File: config.mk
export PLATFORM = sky130hd
export DESIGN_NAME = mem_port_arbiter_flat
export DESIGN_NICKNAME = d
export VERILOG_FILES = /design/src/rtl/cpu_mem_pkg.sv /design/src/rtl/mem_port_arbiter_if.sv /design/src/rtl/mem_arb_streak.sv /design/src/rtl/mem_port_arbiter.sv /design/src/flat_wrapper.sv
export SDC_FILE = /design/constraint.sdc
export NUM_CORES = 1
export LEC_CHECK = 0
export CORE_AREA = 2 2 102 104
export DETAILED_ROUTE_END_ITERATION = 6
export DIE_AREA = 0 0 104 106
export HOLD_SLACK_MARGIN = 0.08
export PLACE_DENSITY = 0.59
export SYNTH_ARGS = -nofsm -noshare
export SYNTH_HDL_FRONTEND = slang
export SYNTH_SLANG_ARGS = --single-unit
export TNS_END_PERCENT = 20
File: constraint.sdc
create_clock -name clk -period 3.25 [get_ports clk]
set_clock_uncertainty 0.05 [all_clocks]
set_input_delay 0.8125 -clock clk [delete_from_list [all_inputs] [get_ports clk]]
set_output_delay 0.8125 -clock clk [all_outputs]
set_load 0.01 [all_outputs]
File: src/rtl/cpu_mem_pkg.sv
// Shared types for the CPU memory port: response owner, data width and the
// address range check used by the IF/MEM arbiter.
package cpu_mem_pkg;

  localparam int XLEN = 32;
  localparam int BE_W = XLEN / 8;

  typedef enum logic [1:0] {
    OWN_NONE = 2'd0,
    OWN_IF   = 2'd1,
    OWN_D    = 2'd2
  } owner_e;

  // True when the byte address lies beyond a memory of 2**aw words.
  function automatic logic addr_out_of_range(input logic [XLEN-1:0] addr,
                                             input int unsigned aw);
    return (addr >> (aw + 2)) != '0;
  endfunction

endpackage

File: src/rtl/mem_port_arbiter_if.sv
// Bundle of the fetch port, data port and memory-macro command/response wires.
// slave = arbiter side, master = pipeline + memory side.
interface mem_port_arbiter_if
  import cpu_mem_pkg::*;
#(
  parameter int MEM_AW = 12
);

  // Handshake: a stage holds req (and its address/data) until it sees gnt in
  // the same cycle; dropping req earlier is legal and withdraws the access.
  // Every gnt yields exactly one rvalid pulse in the following cycle.
  logic              if_req;
  logic [XLEN-1:0]   if_addr;
  logic              if_gnt;
  logic              if_rvalid;
  logic              if_err;
  logic [XLEN-1:0]   if_rdata;

  logic              d_req;
  logic              d_we;
  logic [BE_W-1:0]   d_be;
  logic [XLEN-1:0]   d_addr;
  logic [XLEN-1:0]   d_wdata;
  logic              d_gnt;
  logic              d_rvalid;
  logic              d_err;
  logic [XLEN-1:0]   d_rdata;

  logic              mem_en;
  logic [BE_W-1:0]   mem_we;
  logic [MEM_AW-1:0] mem_addr;
  logic [XLEN-1:0]   mem_wdata;
  logic [XLEN-1:0]   mem_rdata;

  modport slave (
    input  if_req, if_addr, d_req, d_we, d_be, d_addr, d_wdata, mem_rdata,
    output if_gnt, if_rvalid, if_err, if_rdata,
           d_gnt, d_rvalid, d_err, d_rdata,
           mem_en, mem_we, mem_addr, mem_wdata
  );

  modport master (
    output if_req, if_addr, d_req, d_we, d_be, d_addr, d_wdata, mem_rdata,
    input  if_gnt, if_rvalid, if_err, if_rdata,
           d_gnt, d_rvalid, d_err, d_rdata,
           mem_en, mem_we, mem_addr, mem_wdata
  );

endinterface

File: src/rtl/mem_arb_streak.sv
// Counts consecutive data grants while a fetch waits; asks for a forced fetch
// grant once STREAK_MAX is reached.
module mem_arb_streak #(
  parameter int STREAK_MAX = 4,
  localparam int SW = $clog2(STREAK_MAX + 1)
) (
  input  logic          clk,
  input  logic          reset_n,
  input  logic          i_if_req,
  input  logic          i_if_gnt,
  input  logic          i_d_gnt,
  output logic          o_force_if,
  output logic [SW-1:0] o_streak
);

  logic [SW-1:0] r_streak;

  always_ff @(posedge clk) begin
    if (!reset_n) begin
      r_streak <= '0;
    end else if (!i_if_req || i_if_gnt) begin
      r_streak <= '0;
    end else if (i_d_gnt) begin
      r_streak <= r_streak + SW'(1);
    end
  end

  assign o_force_if = (r_streak == SW'(STREAK_MAX));
  assign o_streak   = r_streak;

endmodule

File: src/rtl/mem_port_arbiter.sv
// Arbitrates the single-port 1-cycle memory between IF and MEM stages, routes
// the response to its owner. Define MEM_ARB_FAIRNESS_EN for bounded fetch wait.
module mem_port_arbiter
  import cpu_mem_pkg::*;
#(
  parameter int MEM_AW     = 12,
  parameter int STREAK_MAX = 4
) (
  input  logic                             clk,
  input  logic                             reset_n,
  mem_port_arbiter_if.slave                bus,
  output owner_e                           o_owner,
  output logic [$clog2(STREAK_MAX+1)-1:0]  o_dbg_streak
);

  logic   w_if_gnt;
  logic   w_d_gnt;
  logic   w_force_if;
  logic   w_if_oor;
  logic   w_d_oor;

  owner_e r_owner;
  logic   r_err;
  logic   r_store;
  owner_e w_owner_nxt;
  logic   w_err_nxt;
  logic   w_store_nxt;

  logic   w_if_rvalid;
  logic   w_d_rvalid;

  assign w_if_oor = addr_out_of_range(bus.if_addr, MEM_AW);
  assign w_d_oor  = addr_out_of_range(bus.d_addr, MEM_AW);

`ifdef MEM_ARB_FAIRNESS_EN
  mem_arb_streak #(
    .STREAK_MAX (STREAK_MAX)
  ) u_streak (
    .clk        (clk),
    .reset_n    (reset_n),
    .i_if_req   (bus.if_req),
    .i_if_gnt   (w_if_gnt),
    .i_d_gnt    (w_d_gnt),
    .o_force_if (w_force_if),
    .o_streak   (o_dbg_streak)
  );
`else
  assign w_force_if   = 1'b0;
  assign o_dbg_streak = '0;
`endif

  // Data wins by default since MEM carries the older instruction.
  assign w_d_gnt  = reset_n && bus.d_req && !(bus.if_req && w_force_if);
  assign w_if_gnt = reset_n && bus.if_req && !w_d_gnt;

  assign bus.if_gnt = w_if_gnt;
  assign bus.d_gnt  = w_d_gnt;

  // Out-of-range accesses are granted but never reach the macro.
  assign bus.mem_en    = (w_d_gnt && !w_d_oor) || (w_if_gnt && !w_if_oor);
  assign bus.mem_we    = (w_d_gnt && bus.d_we && !w_d_oor) ? bus.d_be : '0;
  assign bus.mem_wdata = (w_d_gnt && bus.d_we) ? bus.d_wdata : '0;
  assign bus.mem_addr  = w_d_gnt  ? bus.d_addr[MEM_AW+1:2]  :
                         w_if_gnt ? bus.if_addr[MEM_AW+1:2] : '0;

  always_ff @(posedge clk) begin
    if (!reset_n) begin
      r_owner <= OWN_NONE;
      r_err   <= 1'b0;
      r_store <= 1'b0;
    end else begin
      r_owner <= w_owner_nxt;
      r_err   <= w_err_nxt;
      r_store <= w_store_nxt;
    end
  end

  always_comb begin
    w_owner_nxt = OWN_NONE;
    w_err_nxt   = 1'b0;
    w_store_nxt = 1'b0;
    if (w_d_gnt) begin
      w_owner_nxt = OWN_D;
      w_err_nxt   = w_d_oor;
      w_store_nxt = bus.d_we;
    end else if (w_if_gnt) begin
      w_owner_nxt = OWN_IF;
      w_err_nxt   = w_if_oor;
    end
  end

  // Gating with reset_n drops a response whose grant preceded reset.
  assign w_if_rvalid = reset_n && (r_owner == OWN_IF);
  assign w_d_rvalid  = reset_n && (r_owner == OWN_D);

  assign bus.if_rvalid = w_if_rvalid;
  assign bus.if_err    = w_if_rvalid && r_err;
  assign bus.if_rdata  = (w_if_rvalid && !r_err) ? bus.mem_rdata : '0;

  assign bus.d_rvalid  = w_d_rvalid;
  assign bus.d_err     = w_d_rvalid && r_err;
  assign bus.d_rdata   = (w_d_rvalid && !r_err && !r_store) ? bus.mem_rdata : '0;

  assign o_owner = r_owner;

  logic w_unused;
  assign w_unused = ^{bus.if_addr[1:0], bus.d_addr[1:0]};

endmodule

File: src/flat_wrapper.sv
// flat-port wrapper written by rule: the top's interface ports become plain ports
module mem_port_arbiter_flat import cpu_mem_pkg::*;
#(
  parameter int MEM_AW     = 12,
  parameter int STREAK_MAX = 4
)
  (clk, reset_n, o_owner, o_dbg_streak, bus_if_req, bus_if_addr, bus_d_req, bus_d_we, bus_d_be, bus_d_addr, bus_d_wdata, bus_mem_rdata, bus_if_gnt, bus_if_rvalid, bus_if_err, bus_if_rdata, bus_d_gnt, bus_d_rvalid, bus_d_err, bus_d_rdata, bus_mem_en, bus_mem_we, bus_mem_addr, bus_mem_wdata);
  mem_port_arbiter_if #(.MEM_AW(MEM_AW)) bus_i ();
  input  logic clk;
  input  logic reset_n;
  output owner_e o_owner;
  output logic [$clog2(STREAK_MAX+1)-1:0] o_dbg_streak;
  input wire logic [$bits(bus_i.if_req)-1:0] bus_if_req;
  input wire logic [$bits(bus_i.if_addr)-1:0] bus_if_addr;
  input wire logic [$bits(bus_i.d_req)-1:0] bus_d_req;
  input wire logic [$bits(bus_i.d_we)-1:0] bus_d_we;
  input wire logic [$bits(bus_i.d_be)-1:0] bus_d_be;
  input wire logic [$bits(bus_i.d_addr)-1:0] bus_d_addr;
  input wire logic [$bits(bus_i.d_wdata)-1:0] bus_d_wdata;
  input wire logic [$bits(bus_i.mem_rdata)-1:0] bus_mem_rdata;
  output wire logic [$bits(bus_i.if_gnt)-1:0] bus_if_gnt;
  output wire logic [$bits(bus_i.if_rvalid)-1:0] bus_if_rvalid;
  output wire logic [$bits(bus_i.if_err)-1:0] bus_if_err;
  output wire logic [$bits(bus_i.if_rdata)-1:0] bus_if_rdata;
  output wire logic [$bits(bus_i.d_gnt)-1:0] bus_d_gnt;
  output wire logic [$bits(bus_i.d_rvalid)-1:0] bus_d_rvalid;
  output wire logic [$bits(bus_i.d_err)-1:0] bus_d_err;
  output wire logic [$bits(bus_i.d_rdata)-1:0] bus_d_rdata;
  output wire logic [$bits(bus_i.mem_en)-1:0] bus_mem_en;
  output wire logic [$bits(bus_i.mem_we)-1:0] bus_mem_we;
  output wire logic [$bits(bus_i.mem_addr)-1:0] bus_mem_addr;
  output wire logic [$bits(bus_i.mem_wdata)-1:0] bus_mem_wdata;
  assign bus_i.if_req = bus_if_req;
  assign bus_i.if_addr = bus_if_addr;
  assign bus_i.d_req = bus_d_req;
  assign bus_i.d_we = bus_d_we;
  assign bus_i.d_be = bus_d_be;
  assign bus_i.d_addr = bus_d_addr;
  assign bus_i.d_wdata = bus_d_wdata;
  assign bus_i.mem_rdata = bus_mem_rdata;
  assign bus_if_gnt = bus_i.if_gnt;
  assign bus_if_rvalid = bus_i.if_rvalid;
  assign bus_if_err = bus_i.if_err;
  assign bus_if_rdata = bus_i.if_rdata;
  assign bus_d_gnt = bus_i.d_gnt;
  assign bus_d_rvalid = bus_i.d_rvalid;
  assign bus_d_err = bus_i.d_err;
  assign bus_d_rdata = bus_i.d_rdata;
  assign bus_mem_en = bus_i.mem_en;
  assign bus_mem_we = bus_i.mem_we;
  assign bus_mem_addr = bus_i.mem_addr;
  assign bus_mem_wdata = bus_i.mem_wdata;
  mem_port_arbiter #(.MEM_AW(MEM_AW), .STREAK_MAX(STREAK_MAX)) u_core (.clk(clk), .reset_n(reset_n), .bus(bus_i), .o_owner(o_owner), .o_dbg_streak(o_dbg_streak));
endmodule
* Yosys cells after proc, flatten, opt, wreduce, memory -nomap -nowiden
Cells that the tools add are included.
** Word-level totals
- Register bits after elaboration :: 4
- Input port bits :: 137
- Output and inout bits :: 124
- Word-level logic and storage cells :: 41
** Operators by class
- Eq/ne operators :: 2
- Mux-type cells :: 10
- Bitwise logic cells :: 1
- Reduce and logical (&&, ||, !) cells :: 24
** Operator list (count)
- 32-bit two-way mux :: 3
- 32-bit nonzero test :: 2
- 12-bit two-way mux :: 2
- 1-bit logical AND :: 14
- 1-bit zero test :: 5
- 4-bit two-way mux :: 1
- 1-bit two-way mux :: 3
- 2-bit by 1-bit equality test with 1-bit output (second input constant) :: 1
- 2-bit equality test (second input constant) :: 1
- 2-bit two-way mux :: 1
- 2-bit AND reduction :: 1
- 2-bit OR reduction :: 1
- 1-bit logical OR :: 1
- 1-bit NOT :: 1

* Logic depth before layout (Yosys ltp)
- Word-level depth :: 5
- Gate-level depth with buffers :: 6
- Mapped depth without buffers :: 4

* Least setup slack after synthesis
OpenSTA, ideal clock, no wires.
- Kind :: input to output
- From :: input bus_if_addr[17]
- To :: output bus_mem_en
- Data arrival time :: 1.766 ns
- Data required time :: 2.388 ns
- Setup slack :: 0.622 ns
- Stages :: 3
- Path buffers :: 0
- Path through :: or4_4 > nor4_4 > a22o_1
** On the way
- Longest elaborated chain between the ends :: 4
** RTL lines
- start: declaration :: line flat_wrapper.sv:14 : input wire logic [$bits(bus_i.if_addr)-1:0] bus_if_addr;
- 32-bit nonzero test :: line cpu_mem_pkg.sv:17 : return (addr >> (aw + 2)) != '0;
- 1-bit zero test :: line mem_port_arbiter.sv:60 : assign bus.mem_en = (w_d_gnt && !w_d_oor) || (w_if_gnt && !w_if_oor);
- 1-bit logical AND :: line mem_port_arbiter.sv:60
- 1-bit logical OR :: line mem_port_arbiter.sv:60
- end: declaration :: line flat_wrapper.sv:29 : output wire logic [$bits(bus_i.mem_en)-1:0] bus_mem_en;
Every way passes these cells.

* Worst setup path in the final report
- From :: input bus_d_req
- To :: output bus_mem_addr[9]
** On the way
- Longest elaborated chain between the ends :: 5
** RTL lines
- start: declaration :: line flat_wrapper.sv:15 : input wire logic [$bits(bus_i.d_req)-1:0] bus_d_req;
- 1-bit logical AND * :: line mem_port_arbiter.sv:53 : assign w_d_gnt = reset_n && bus.d_req && !(bus.if_req && w_force_if);
- 1-bit zero test :: line mem_port_arbiter.sv:54 : assign w_if_gnt = reset_n && bus.if_req && !w_d_gnt;
- 1-bit logical AND :: line mem_port_arbiter.sv:54
- 12-bit two-way mux :: line mem_port_arbiter.sv:64 : w_if_gnt ? bus.if_addr[MEM_AW+1:2] : '0;
- 12-bit two-way mux * :: line mem_port_arbiter.sv:63 : assign bus.mem_addr = w_d_gnt ? bus.d_addr[MEM_AW+1:2] :
- end: declaration :: line flat_wrapper.sv:31 : output wire logic [$bits(bus_i.mem_addr)-1:0] bus_mem_addr;
Every way passes the cells marked *; elsewhere a longest branch is shown, timed or not.

==> key figures <==
Status
  • Status: finished, final reports clean

Place
  • Hpwl dp: ~6.3 mm
  • Routability cong.: between 0.8 and 0.9
  • Placed inst area: 3880 µm²
  • Port Buf Inserts: between 200 and 300

Job
  • Max-cap violations: 0

STA
  • Max Clock Freq: 312 MHz
  • Final Slew Violations: 0
  • Setup violators final: 0
  • Final Hold Fails: 0
  • RSZ-0062 raised after global routing: yes
  • Post-layout min period: around 3200 ps
  • Fin crit share: approximately 100%
  • Fin Hold WS: around 830 ps

Cells and area
  • Layout cell share with drive strength beyond 1: 7.78%
  • Fillers: approximately 1100
  • Most frequent cells in the layout: clkdlybuf4s50_1 (211), and2_1 (104), dlygate4sd2_1 (34)
  • Multi-input gate area: between 900 and 1000 µm²
  • Syn-to-layout area delta: 261%
  • Seq. cell area: between 80 and 90 µm²
  • Design area: between 3000 and 4000 µm²
  • Commonest non-fill, non-tap cell in the layout: clkdlybuf4s50_1
  • Final nets: 563
  • ANT cells: 0

Critical path
  • Worst path slowest cell: clkdlybuf4s50_1
  • Startpoint types: input port
  • WP data required: ~2400 ps
  • Crit path largest cell delay: 550 ps
  • Crit-path max FO: 15
  • Setup CP Type: in2out
  • Delay-heaviest family, CP: buffers and inverters
  • CP Data Arrival Time: about 2400 ps
  • CP Buf/Inv Count: 3
  • Worst Setup End Kind: output port
  • Most frequent CP cell: clkdlybuf4s50_1
  • CP Cell Sequence: clkdlybuf4s50_1, and2_1, buf_6, a22o_1, clkdlybuf4s50_1

Die
  • Die width: 104 µm
  • Die Area: approximately 11000 µm²
  • IO Pins: approximately 260
  • Die height: ~110 µm
  • Core area: 10000 µm²
  • Row cnt: 37
  • Initial Util: between 10% and 20%

Global route
  • Initial antenna violation count: 0
  • Vias in the first global route: a little over 2000
  • Largest net degree at the start of global routing: 33
  • Gr ovfl total: 0
  • First-pass GRT wire length: approximately 9.9 mm
  • Gr usage total: between 10% and 20%

Yosys
  • Sequential fraction of the synthesis area: ~7.3%
  • Post-synth EDFFs: 0
  • Synth Flop Type: dfxtp_1
  • Register bit total from synthesis: 4
  • Count of cell types in the netlist: 21
  • Post-synth top area cell: and2_1
  • Syn Area/Cell: roughly 6.7 µm²
  • Synth top area cells: and2_1 (59%), a22o_1 (10%), dfxtp_1 (7.3%)
  • Synth Instances: between 150 and 200
  • Top-area cell type share of the netlist area: ~59%
  • Async SR Flop Fraction: 0%
  • Mapped Area: 1090 µm²
  • Yosys Warn Count: 0

Pwr
  • Sw frac: 24.9%
  • Reg power frac: around an eighth
  • Internal power: 350 µW
  • Power density over the cells: 118 nW/µm²
  • Gate power share: ~66%
  • Leakage Power: around 1.7 nW
  • Clock power share: between 20% and 30%
  • P_sw: 116 µW
  • Peak supply drop: roughly 85 µV

Routing
  • Post-DRT Antenna Nets: 0
  • DRC: 0
  • DR pass1 iterations: 4
  • Wire per inst: roughly 12 µm
  • Vias per Instance: ~3.7
  • DRT iter0 DRCs: 21
  • Drt total wl: 6.93 mm
  • Via count: 2096

Clock network
  • Maximum clock insertion buffer count: 2
  • Clock sinks: 4
  • CTS tree: done
  • Worst-path clk slew: approximately 30 ps
  • CTS Buf Count: 3
  • Root buffer cell: clkbuf_8
  • Hold Buf Count CTS: 0
  • CTS H-tree depth: 1

Min path
  • Worst Hold Class: in2reg
per-stage QoR:
step / util [%] / setup slack [ps] / instances / setup TNS, ps / total power [mW]
floorplan: - / 622 / 166 / 0 / 0.122
global placement: 38.8 / -328 / 554 / -20800 / 0.366
detailed placement: 38.8 / -355 / 554 / -22720 / 0.369
CTS: 38.9 / 15.2 / 558 / 0 / 0.468
global route: 39.4 / -26.6 / 560 / -27.3 / 0.493
finish: 39.4 / 40.9 / 560 / 0 / 0.466
state kept, by name, indices dropped and copies added, names as in the netlist:
signal	flops
u_core.o_owner	2
u_core.r_store	1
u_core.r_err	1
power groups by stage:
stage | clock network, mW | registers [mW] | logic, mW
global route | 0.111 | 0.0556 | 0.326
global placement | 0 | 0.0557 | 0.310
floorplan | 0 | 0.0550 | 0.0669
CTS | 0.107 | 0.0553 | 0.306
detailed placement | 0 | 0.0560 | 0.313
finish | 0.104 | 0.0551 | 0.307
Yosys cell counts, drive strengths merged, types with 2 or more instances:
library cell	count
and2	104
dfxtp	4
a22o	13
nor2	5
nand3	2
nor4	9
buf	6
nand2	4
clkbuf	9
area by class of cell:
type / instances / share of cell area (%)
clock buffers: 3 / 1.05
inverters: 1 / 0.0952
multi-input cells: 146 / 25.1
flip-flops and latches: 4 / 2.03
well taps: 136 / 4.32
repair buffers: 270 / 67.4
layer usage:
metal	track usage (%)	routed length (µm)	up-vias	part of all wire, %
li1	-	-	1053	-
met1	11.2	2460	889	36
met2	20.8	3510	148	51
met3	4.66	850	6	12
met4	2.90	104	0	1.5
met5	0	0	-	0
timing repair:
item                                    CTS  global route
pin swaps                                 2             3
setup buffers                             1             1
cloned                                    0             1
hold endpoints to repair                  0             0
endpoints found under the setup margin  115            65
resized for setup                        45            19
cell families after synthesis:
| kind of cell | synth area share, % |
|---|---|
| other cells | 0.343 |
| buf+inv | 7.21 |
| flops | 7.32 |
| compound gates | 11.6 |
| simple gates | 73.6 |
worst paths after layout:
path	from	endpoint	slack, ps	cells after the start
max	bus_d_req	bus_mem_addr[9]	40	5
min	reset_n	u_core.o_owner[1]$_SDFF_PN0_	830	2
Note: power is estimated with default switching activity, not from simulation.
